===== config.mk =====
export PLATFORM = sky130hd
export DESIGN_NAME = pipelined_datapath
export DESIGN_NICKNAME = d
export VERILOG_FILES = /design/src/rtl/pipelined_datapath.sv
export SDC_FILE = /design/constraint.sdc
export NUM_CORES = 1
export LEC_CHECK = 0
export CORE_ASPECT_RATIO = 0.8
export CORE_UTILIZATION = 50
export CTS_CLUSTER_SIZE = 16
export DETAILED_ROUTE_END_ITERATION = 10
export PLACE_DENSITY = 0.68
export SETUP_SLACK_MARGIN = 0.02
export SYNTH_ARGS = -nofsm -noshare
export SYNTH_HDL_FRONTEND = slang
export SYNTH_SLANG_ARGS = --single-unit

===== constraint.sdc =====
create_clock -name clk -period 6.3 [get_ports clk]
set_clock_uncertainty 0.15 [all_clocks]
set_input_delay 0.63 -clock clk [delete_from_list [all_inputs] [get_ports clk]]
set_output_delay 0.63 -clock clk [all_outputs]
set_load 0.02 [all_outputs]

===== src/rtl/pipelined_datapath.sv =====
// pipelined_datapath
//   Three-stage register-file/ALU datapath:
//     S0: operand read from the register array with forwarding (accept cycle)
//     S1: execute (ALU is combinational on the S1 operand registers)
//     S2: held output register; writeback to registers/PSR at output handshake
//   A stall (S2 full and not draining) freezes every stage.
//
// Ports:
//   clk, reset_n           clock, asynchronous active-low reset
//   in_valid / in_ready    operation handshake
//   alucont                opcode (0 ADD,1 SUB,2 AND,3 OR,4 XOR,5 NOT,6 LSH,7 RSH,8 MOV,9 CMP,10-15 MOV)
//   ra1, ra2, wa           source A, source B, destination register
//   imm, use_imm           immediate operand and B-select
//   regwrite, set_flags    writeback controls
//   out_valid / out_ready  result handshake
//   result                 completed result (held in S2)
//   psr_flags              {C, L, F, Z, N}
//
// Build option: define ZERO_REG_EN to make register 0 read as zero, discard
// writes to it and exclude it from forwarding.

module pipelined_datapath #(
   parameter int WIDTH   = 16,
   parameter int REGBITS = 5
) (
   input  logic               clk,
   input  logic               reset_n,
   input  logic               in_valid,
   output logic               in_ready,
   input  logic [3:0]         alucont,
   input  logic [REGBITS-1:0] ra1,
   input  logic [REGBITS-1:0] ra2,
   input  logic [REGBITS-1:0] wa,
   input  logic [WIDTH-1:0]   imm,
   input  logic               use_imm,
   input  logic               regwrite,
   input  logic               set_flags,
   output logic               out_valid,
   input  logic               out_ready,
   output logic [WIDTH-1:0]   result,
   output logic [4:0]         psr_flags
);

   localparam int NREGS = 2 ** REGBITS;

   localparam logic [3:0] OP_ADD = 4'd0;
   localparam logic [3:0] OP_SUB = 4'd1;
   localparam logic [3:0] OP_AND = 4'd2;
   localparam logic [3:0] OP_OR  = 4'd3;
   localparam logic [3:0] OP_XOR = 4'd4;
   localparam logic [3:0] OP_NOT = 4'd5;
   localparam logic [3:0] OP_LSH = 4'd6;
   localparam logic [3:0] OP_RSH = 4'd7;
   localparam logic [3:0] OP_CMP = 4'd9;

   logic [WIDTH-1:0]   r_regs [NREGS];
   logic [4:0]         r_psr;

   logic               r_s1_valid;
   logic [WIDTH-1:0]   r_s1_a;
   logic [WIDTH-1:0]   r_s1_b;
   logic [3:0]         r_s1_op;
   logic [REGBITS-1:0] r_s1_wa;
   logic               r_s1_wr;
   logic               r_s1_setf;

   logic               r_s2_valid;
   logic [WIDTH-1:0]   r_s2_result;
   logic [4:0]         r_s2_flags;
   logic [REGBITS-1:0] r_s2_wa;
   logic               r_s2_wr;
   logic               r_s2_setf;

   logic               w_advance;
   logic               w_accept;
   logic               w_out_hs;
   logic               w_new_wr;
   logic [WIDTH-1:0]   w_rf_a;
   logic [WIDTH-1:0]   w_rf_b;
   logic [WIDTH-1:0]   w_opnd_a;
   logic [WIDTH-1:0]   w_opnd_b;
   logic [WIDTH:0]     w_sum;
   logic [WIDTH:0]     w_diff;
   logic [WIDTH-1:0]   w_alu_res;
   logic [4:0]         w_alu_flags;

   // The whole pipeline moves only when S2 is empty or being drained.
   assign w_advance = !(r_s2_valid && !out_ready);
   assign w_accept  = in_valid && w_advance;
   assign w_out_hs  = r_s2_valid && out_ready;

   assign in_ready  = w_advance;
   assign out_valid = r_s2_valid;
   assign result    = r_s2_result;
   assign psr_flags = r_psr;

   // CMP is folded into the write enable here so it neither writes nor forwards.
`ifdef ZERO_REG_EN
   assign w_rf_a   = (ra1 == {REGBITS{1'b0}}) ? {WIDTH{1'b0}} : r_regs[ra1];
   assign w_rf_b   = (ra2 == {REGBITS{1'b0}}) ? {WIDTH{1'b0}} : r_regs[ra2];
   assign w_new_wr = regwrite && (alucont != OP_CMP) && (wa != {REGBITS{1'b0}});
`else
   assign w_rf_a   = r_regs[ra1];
   assign w_rf_b   = r_regs[ra2];
   assign w_new_wr = regwrite && (alucont != OP_CMP);
`endif

   // Operand selection: the youngest in-flight producer wins over the array.
   always_comb begin
      w_opnd_a = w_rf_a;
      w_opnd_b = w_rf_b;
      if (r_s1_valid && r_s1_wr && (r_s1_wa == ra1)) begin
         w_opnd_a = w_alu_res;
      end else if (r_s2_valid && r_s2_wr && (r_s2_wa == ra1)) begin
         w_opnd_a = r_s2_result;
      end else begin
         w_opnd_a = w_rf_a;
      end
      if (use_imm) begin
         w_opnd_b = imm;
      end else if (r_s1_valid && r_s1_wr && (r_s1_wa == ra2)) begin
         w_opnd_b = w_alu_res;
      end else if (r_s2_valid && r_s2_wr && (r_s2_wa == ra2)) begin
         w_opnd_b = r_s2_result;
      end else begin
         w_opnd_b = w_rf_b;
      end
   end

   // Extra top bit carries the unsigned carry (ADD) or borrow (SUB/CMP).
   assign w_sum  = {1'b0, r_s1_a} + {1'b0, r_s1_b};
   assign w_diff = {1'b0, r_s1_a} - {1'b0, r_s1_b};

   // ALU: result and pending flags {C, L, F, Z, N} for the operation in S1.
   always_comb begin
      logic c_v, l_v, f_v, n_v;
      w_alu_res = {WIDTH{1'b0}};
      c_v = 1'b0;
      l_v = 1'b0;
      f_v = 1'b0;
      n_v = 1'b0;
      case (r_s1_op)
         OP_ADD: begin
            w_alu_res = w_sum[WIDTH-1:0];
            c_v = w_sum[WIDTH];
            f_v = (r_s1_a[WIDTH-1] == r_s1_b[WIDTH-1]) &&
                  (w_sum[WIDTH-1] != r_s1_a[WIDTH-1]);
         end
         OP_SUB, OP_CMP: begin
            w_alu_res = w_diff[WIDTH-1:0];
            c_v = w_diff[WIDTH];
            l_v = w_diff[WIDTH];
            f_v = (r_s1_a[WIDTH-1] != r_s1_b[WIDTH-1]) &&
                  (w_diff[WIDTH-1] != r_s1_a[WIDTH-1]);
         end
         OP_AND:  w_alu_res = r_s1_a & r_s1_b;
         OP_OR:   w_alu_res = r_s1_a | r_s1_b;
         OP_XOR:  w_alu_res = r_s1_a ^ r_s1_b;
         OP_NOT:  w_alu_res = ~r_s1_a;
         OP_LSH:  w_alu_res = r_s1_a << r_s1_b[3:0];
         OP_RSH:  w_alu_res = r_s1_a >> r_s1_b[3:0];
         default: w_alu_res = r_s1_b;
      endcase
      // Subtractions report signed less-than in N; everything else the result MSB.
      if ((r_s1_op == OP_SUB) || (r_s1_op == OP_CMP)) begin
         n_v = $signed(r_s1_a) < $signed(r_s1_b);
      end else begin
         n_v = w_alu_res[WIDTH-1];
      end
      w_alu_flags = {c_v, l_v, f_v, (w_alu_res == {WIDTH{1'b0}}), n_v};
   end

   // Pipeline advance: S1 takes the accepted operation, S2 takes S1's ALU output.
   always_ff @(posedge clk or negedge reset_n) begin
      if (!reset_n) begin
         r_s1_valid  <= 1'b0;
         r_s1_a      <= {WIDTH{1'b0}};
         r_s1_b      <= {WIDTH{1'b0}};
         r_s1_op     <= 4'd0;
         r_s1_wa     <= {REGBITS{1'b0}};
         r_s1_wr     <= 1'b0;
         r_s1_setf   <= 1'b0;
         r_s2_valid  <= 1'b0;
         r_s2_result <= {WIDTH{1'b0}};
         r_s2_flags  <= 5'd0;
         r_s2_wa     <= {REGBITS{1'b0}};
         r_s2_wr     <= 1'b0;
         r_s2_setf   <= 1'b0;
      end else if (w_advance) begin
         r_s1_valid <= w_accept;
         if (w_accept) begin
            r_s1_a    <= w_opnd_a;
            r_s1_b    <= w_opnd_b;
            r_s1_op   <= alucont;
            r_s1_wa   <= wa;
            r_s1_wr   <= w_new_wr;
            r_s1_setf <= set_flags;
         end
         r_s2_valid <= r_s1_valid;
         if (r_s1_valid) begin
            r_s2_result <= w_alu_res;
            r_s2_flags  <= w_alu_flags;
            r_s2_wa     <= r_s1_wa;
            r_s2_wr     <= r_s1_wr;
            r_s2_setf   <= r_s1_setf;
         end
      end
   end

   // Writeback of the register array and PSR when the consumer takes the result.
   always_ff @(posedge clk or negedge reset_n) begin
      if (!reset_n) begin
         for (int i = 0; i < NREGS; i++) begin
            r_regs[i] <= {WIDTH{1'b0}};
         end
         r_psr <= 5'd0;
      end else if (w_out_hs) begin
         if (r_s2_wr) begin
            r_regs[r_s2_wa] <= r_s2_result;
         end
         if (r_s2_setf) begin
            r_psr <= r_s2_flags;
         end
      end
   end

endmodule


==> metrics.md <==
| Metric | Value |
|---|---|
| Status | finished clean |
| RePlAce Congestion | 0.974 |
| Area growth, synth to finish | 9.67% |
| Number of antenna diodes | 0 |
| Dpl hpwl | 73400 um |
| Simple-gate area share of the yosys netlist | 5.58% |
| Synth Flop Type | dfrtp_1 |
| XOR/XNOR Fraction of Synth Area | 0.617% |
| Synth cell types | 99 |
| Final Hold Viols | 0 |
| FF+latch count, synth | 590 |
| Clock Latency Late Sink | 0.66 ns |
| Post-synthesis cell area | 35500 um2 |
| GRT Util Overall | 32.3% |
| Setup CP Type | reg2reg |
| Most frequent cell after synthesis | dfrtp_1 |
| CORE AREA | 69500 um2 |
| Arr. time, crit path | 4.89 ns |
| Main combinational cell family by area after synthesis | multiplexers |
| Remaining DRCs | 0 |
| Setup_tns | 0 ns |
| Slew @ Worst Pin | 1.35 ns |
| Die Y | 240 um |
| Cells on Worst Hold Path | 2 |
| Finished Layout Cells | 3576 |
| Endpoints failing setup | 0 |
| Worst hold slack | 0.337 ns |
| CTS tree | done |
| Rel. slew slack | 9.80% |
| Mapped Cells | 2648 |
| Reg-to-reg slack, setup | 1.81 ns |
| Vias in the first global route | 25100 |
| Synth top area cells | dfrtp_1 (42%), mux4_2 (22%), mux2_2 (17%) |
| Setup ws final | 1.81 ns |
| Tot Pwr | 0.0146 W |
| Grt ovf | 0 |
| Post-synthesis compound-gate area fraction | 6.42% |
| Syn. warnings | 0 |
| Share of the synthesized area in the top cell type | 41.6% |
| IO buf count | 64 |
| P per Cell Area | 374 nW/um2 |
| First-pass GRT wire length | 171000 um |
| DP Cell Count | 3466 |
| Reg2Reg Depth | 12 |
| Via-per-instance ratio | 6.99 |
| FP Rows | 86 |
| Async set-reset flop share out of synthesis | 100% |
| Clock Tree Root | clkbuf_16 |
| Layout Nets | 2701 |
| Crit start category | flop |
| TritonRoute pass-1 iters | 5 |
| Commonest cells in the netlist | dfrtp_1 (590), mux2_2 (532), mux4_2 (340) |
| Worst reg2reg startpoint | r_s1_a[0]$_DFFE_PN0P_ |
| Initial antenna violation count | 3 |
| Post-CTS setup buffers | 0 |
| Worst min path class | reg2reg |
| Clock sinks | 590 |
| Routed via count | 25000 |
| Max-cap violations | 0 |
| Cts-stage hold buffer count | 1 |
| Antenna-violating nets left | 0 |
| Post-Place Setup Slack | 1.93 ns |
| Post-synthesis mux area share | 40.2% |
| Mean Syn Cell Area | 13.4 um2 |
| Clock slew at the register clock pins of the worst setup and hold paths | 0.07 ns |
| Drt wl/cell | 31.9 um |
| Starting Density | 51.1% |
| Fin crit share | 71.3% |
| Sequential area share after synthesis | 41.6% |
| Share of cells above drive strength 1 | 41.2% |
| Die ar. | 72100 um2 |
| TritonCTS buffer count | 59 |
| LEAKAGE | 17.3 nW |
| Unrepaired setup endpoints after global routing | false |
| # resized after CTS | 0 |
| Crit path time final | 4.49 ns |
| Worst Hold Path EP | r_s1_setf$_DFFE_PN0P_ |
| Final WL | 114000 um |
| Largest net degree at the start of global routing | 193 |
| Synth area leader | dfrtp_1 |
| Max Fclk | 0.223 GHz |
| Max Slew Vio Count | 0 |
| Starting DRC count in detailed routing | 2942 |
| Adder-cell share of the synthesized area | 1.98% |
| Synth Net Count | 2745 |
| Die W | 300 um |
| Post-synth EDFFs | 0 |
| Clk buf depth | 3 |
| Hold path startpoint | r_s1_setf$_DFFE_PN0P_ |
| # IOs | 65 |
| CP endpoint kind | flop |
| Critical path required time | 6.70 ns |
| Max VDD drop | 0.327 mV |
| Worst reg2reg path endpoint | r_s2_flags[1]$_DFFE_PN0P_ |
| Crit Path Max Fanout | 7 |
| H-tree Lvls | 2 |
==> logic make-up (layout without fill, tap and decap cells) <==
| family | Yosys count | count (layout) |
|---|---|---|
| buf+inv | 304 | 308 |
| mux | 931 | 931 |
| flops | 590 | 590 |
| compound gates | 336 | 336 |
| xor+xnor | 25 | 25 |
| simple gates | 407 | 407 |
| fa+ha+maj | 55 | 55 |
==> final cells by class <==
cell class | count | area (um2)
flip-flops and latches | 590 | 14800
well taps | 924 | 1160
clock inverters | 13 | 193
fillers | 5638 | 30600
repair buffers | 139 | 1240
clock buffers | 96 | 1790
inverters | 60 | 225
multi-input cells | 1754 | 19600
==> layer usage <==
| layer | GRT usage [%] | vias to the layer above | share of wire [%] |
|---|---|---|---|
| li1 | - | 10100 | - |
| met1 | 47.2 | 13400 | 43 |
| met2 | 47.1 | 1325 | 44 |
| met3 | 7.87 | 236 | 9.9 |
| met4 | 11.1 | 6 | 3.5 |
| met5 | 0 | - | 0.024 |
==> per-stage QoR <==
step / instance area [um2] / utilization, %
global placement: 36900 / 53.2
finish: 38900 / 56.0
detailed placement: 36900 / 53.2
CTS: 38900 / 56.0
global route: 38900 / 56.0
floorplan: 35500 / -
==> state kept, by name, indices dropped and copies added (netlist names) <==
register / cells
out_valid: 1
r_s1_b: 16
result: 16
r_s2_wr: 1
r_s2_setf: 1
r_s1_setf: 1
psr_flags: 5
r_s1_wr: 1
r_s2_wa: 5
r_s1_valid: 1
r_s1_wa: 5
r_regs: 512
r_s2_flags: 5
r_s1_a: 16
r_s1_op: 4
==> where the power goes <==
part	leakage, nW	internal, W	switching, W
clock network	0.961	0.00210	0.00157
logic	8.29	0.00248	0.00255
registers	8.04	0.00478	0.00108
total	17.3	0.00936	0.00519
==> how the worst max path moves through the flow <==
stage,start,to
floorplan,r_s1_b[1]$_DFFE_PN0P_,r_s2_flags[1]$_DFFE_PN0P_
global placement,r_s1_a[0]$_DFFE_PN0P_,r_s2_flags[1]$_DFFE_PN0P_
detailed placement,r_s1_a[0]$_DFFE_PN0P_,r_s2_flags[1]$_DFFE_PN0P_
CTS,r_s1_a[0]$_DFFE_PN0P_,r_s2_flags[1]$_DFFE_PN0P_
global route,r_s1_a[0]$_DFFE_PN0P_,r_s2_flags[1]$_DFFE_PN0P_
finish,r_s1_a[0]$_DFFE_PN0P_,r_s2_flags[1]$_DFFE_PN0P_
==> cells in the final DEF, fill, tap and decap left out, drive strengths merged, types with 54 or more instances in the layout <==
master	instances
nor2	113
a21oi	54
nand2	137
buf	83
o21ai	100
mux2	534
mux2i	55
clkbuf	98
dfrtp	590
mux4	342
inv	61
==> worst max-delay path: stages, from the launching register on <==
cell      delay (ns)
dfrtp_1         0.46
inv_1           0.13
ha_1            0.23
inv_1           0.07
fa_1            0.40
nor2b_1         0.18
o311ai_0        0.77
a211oi_1        0.27
nor3_1          0.32
mux2_2          0.37
o221ai_1        0.59
nor4_2          0.13
a32o_2          0.29
(Power assumes the default switching activity.)
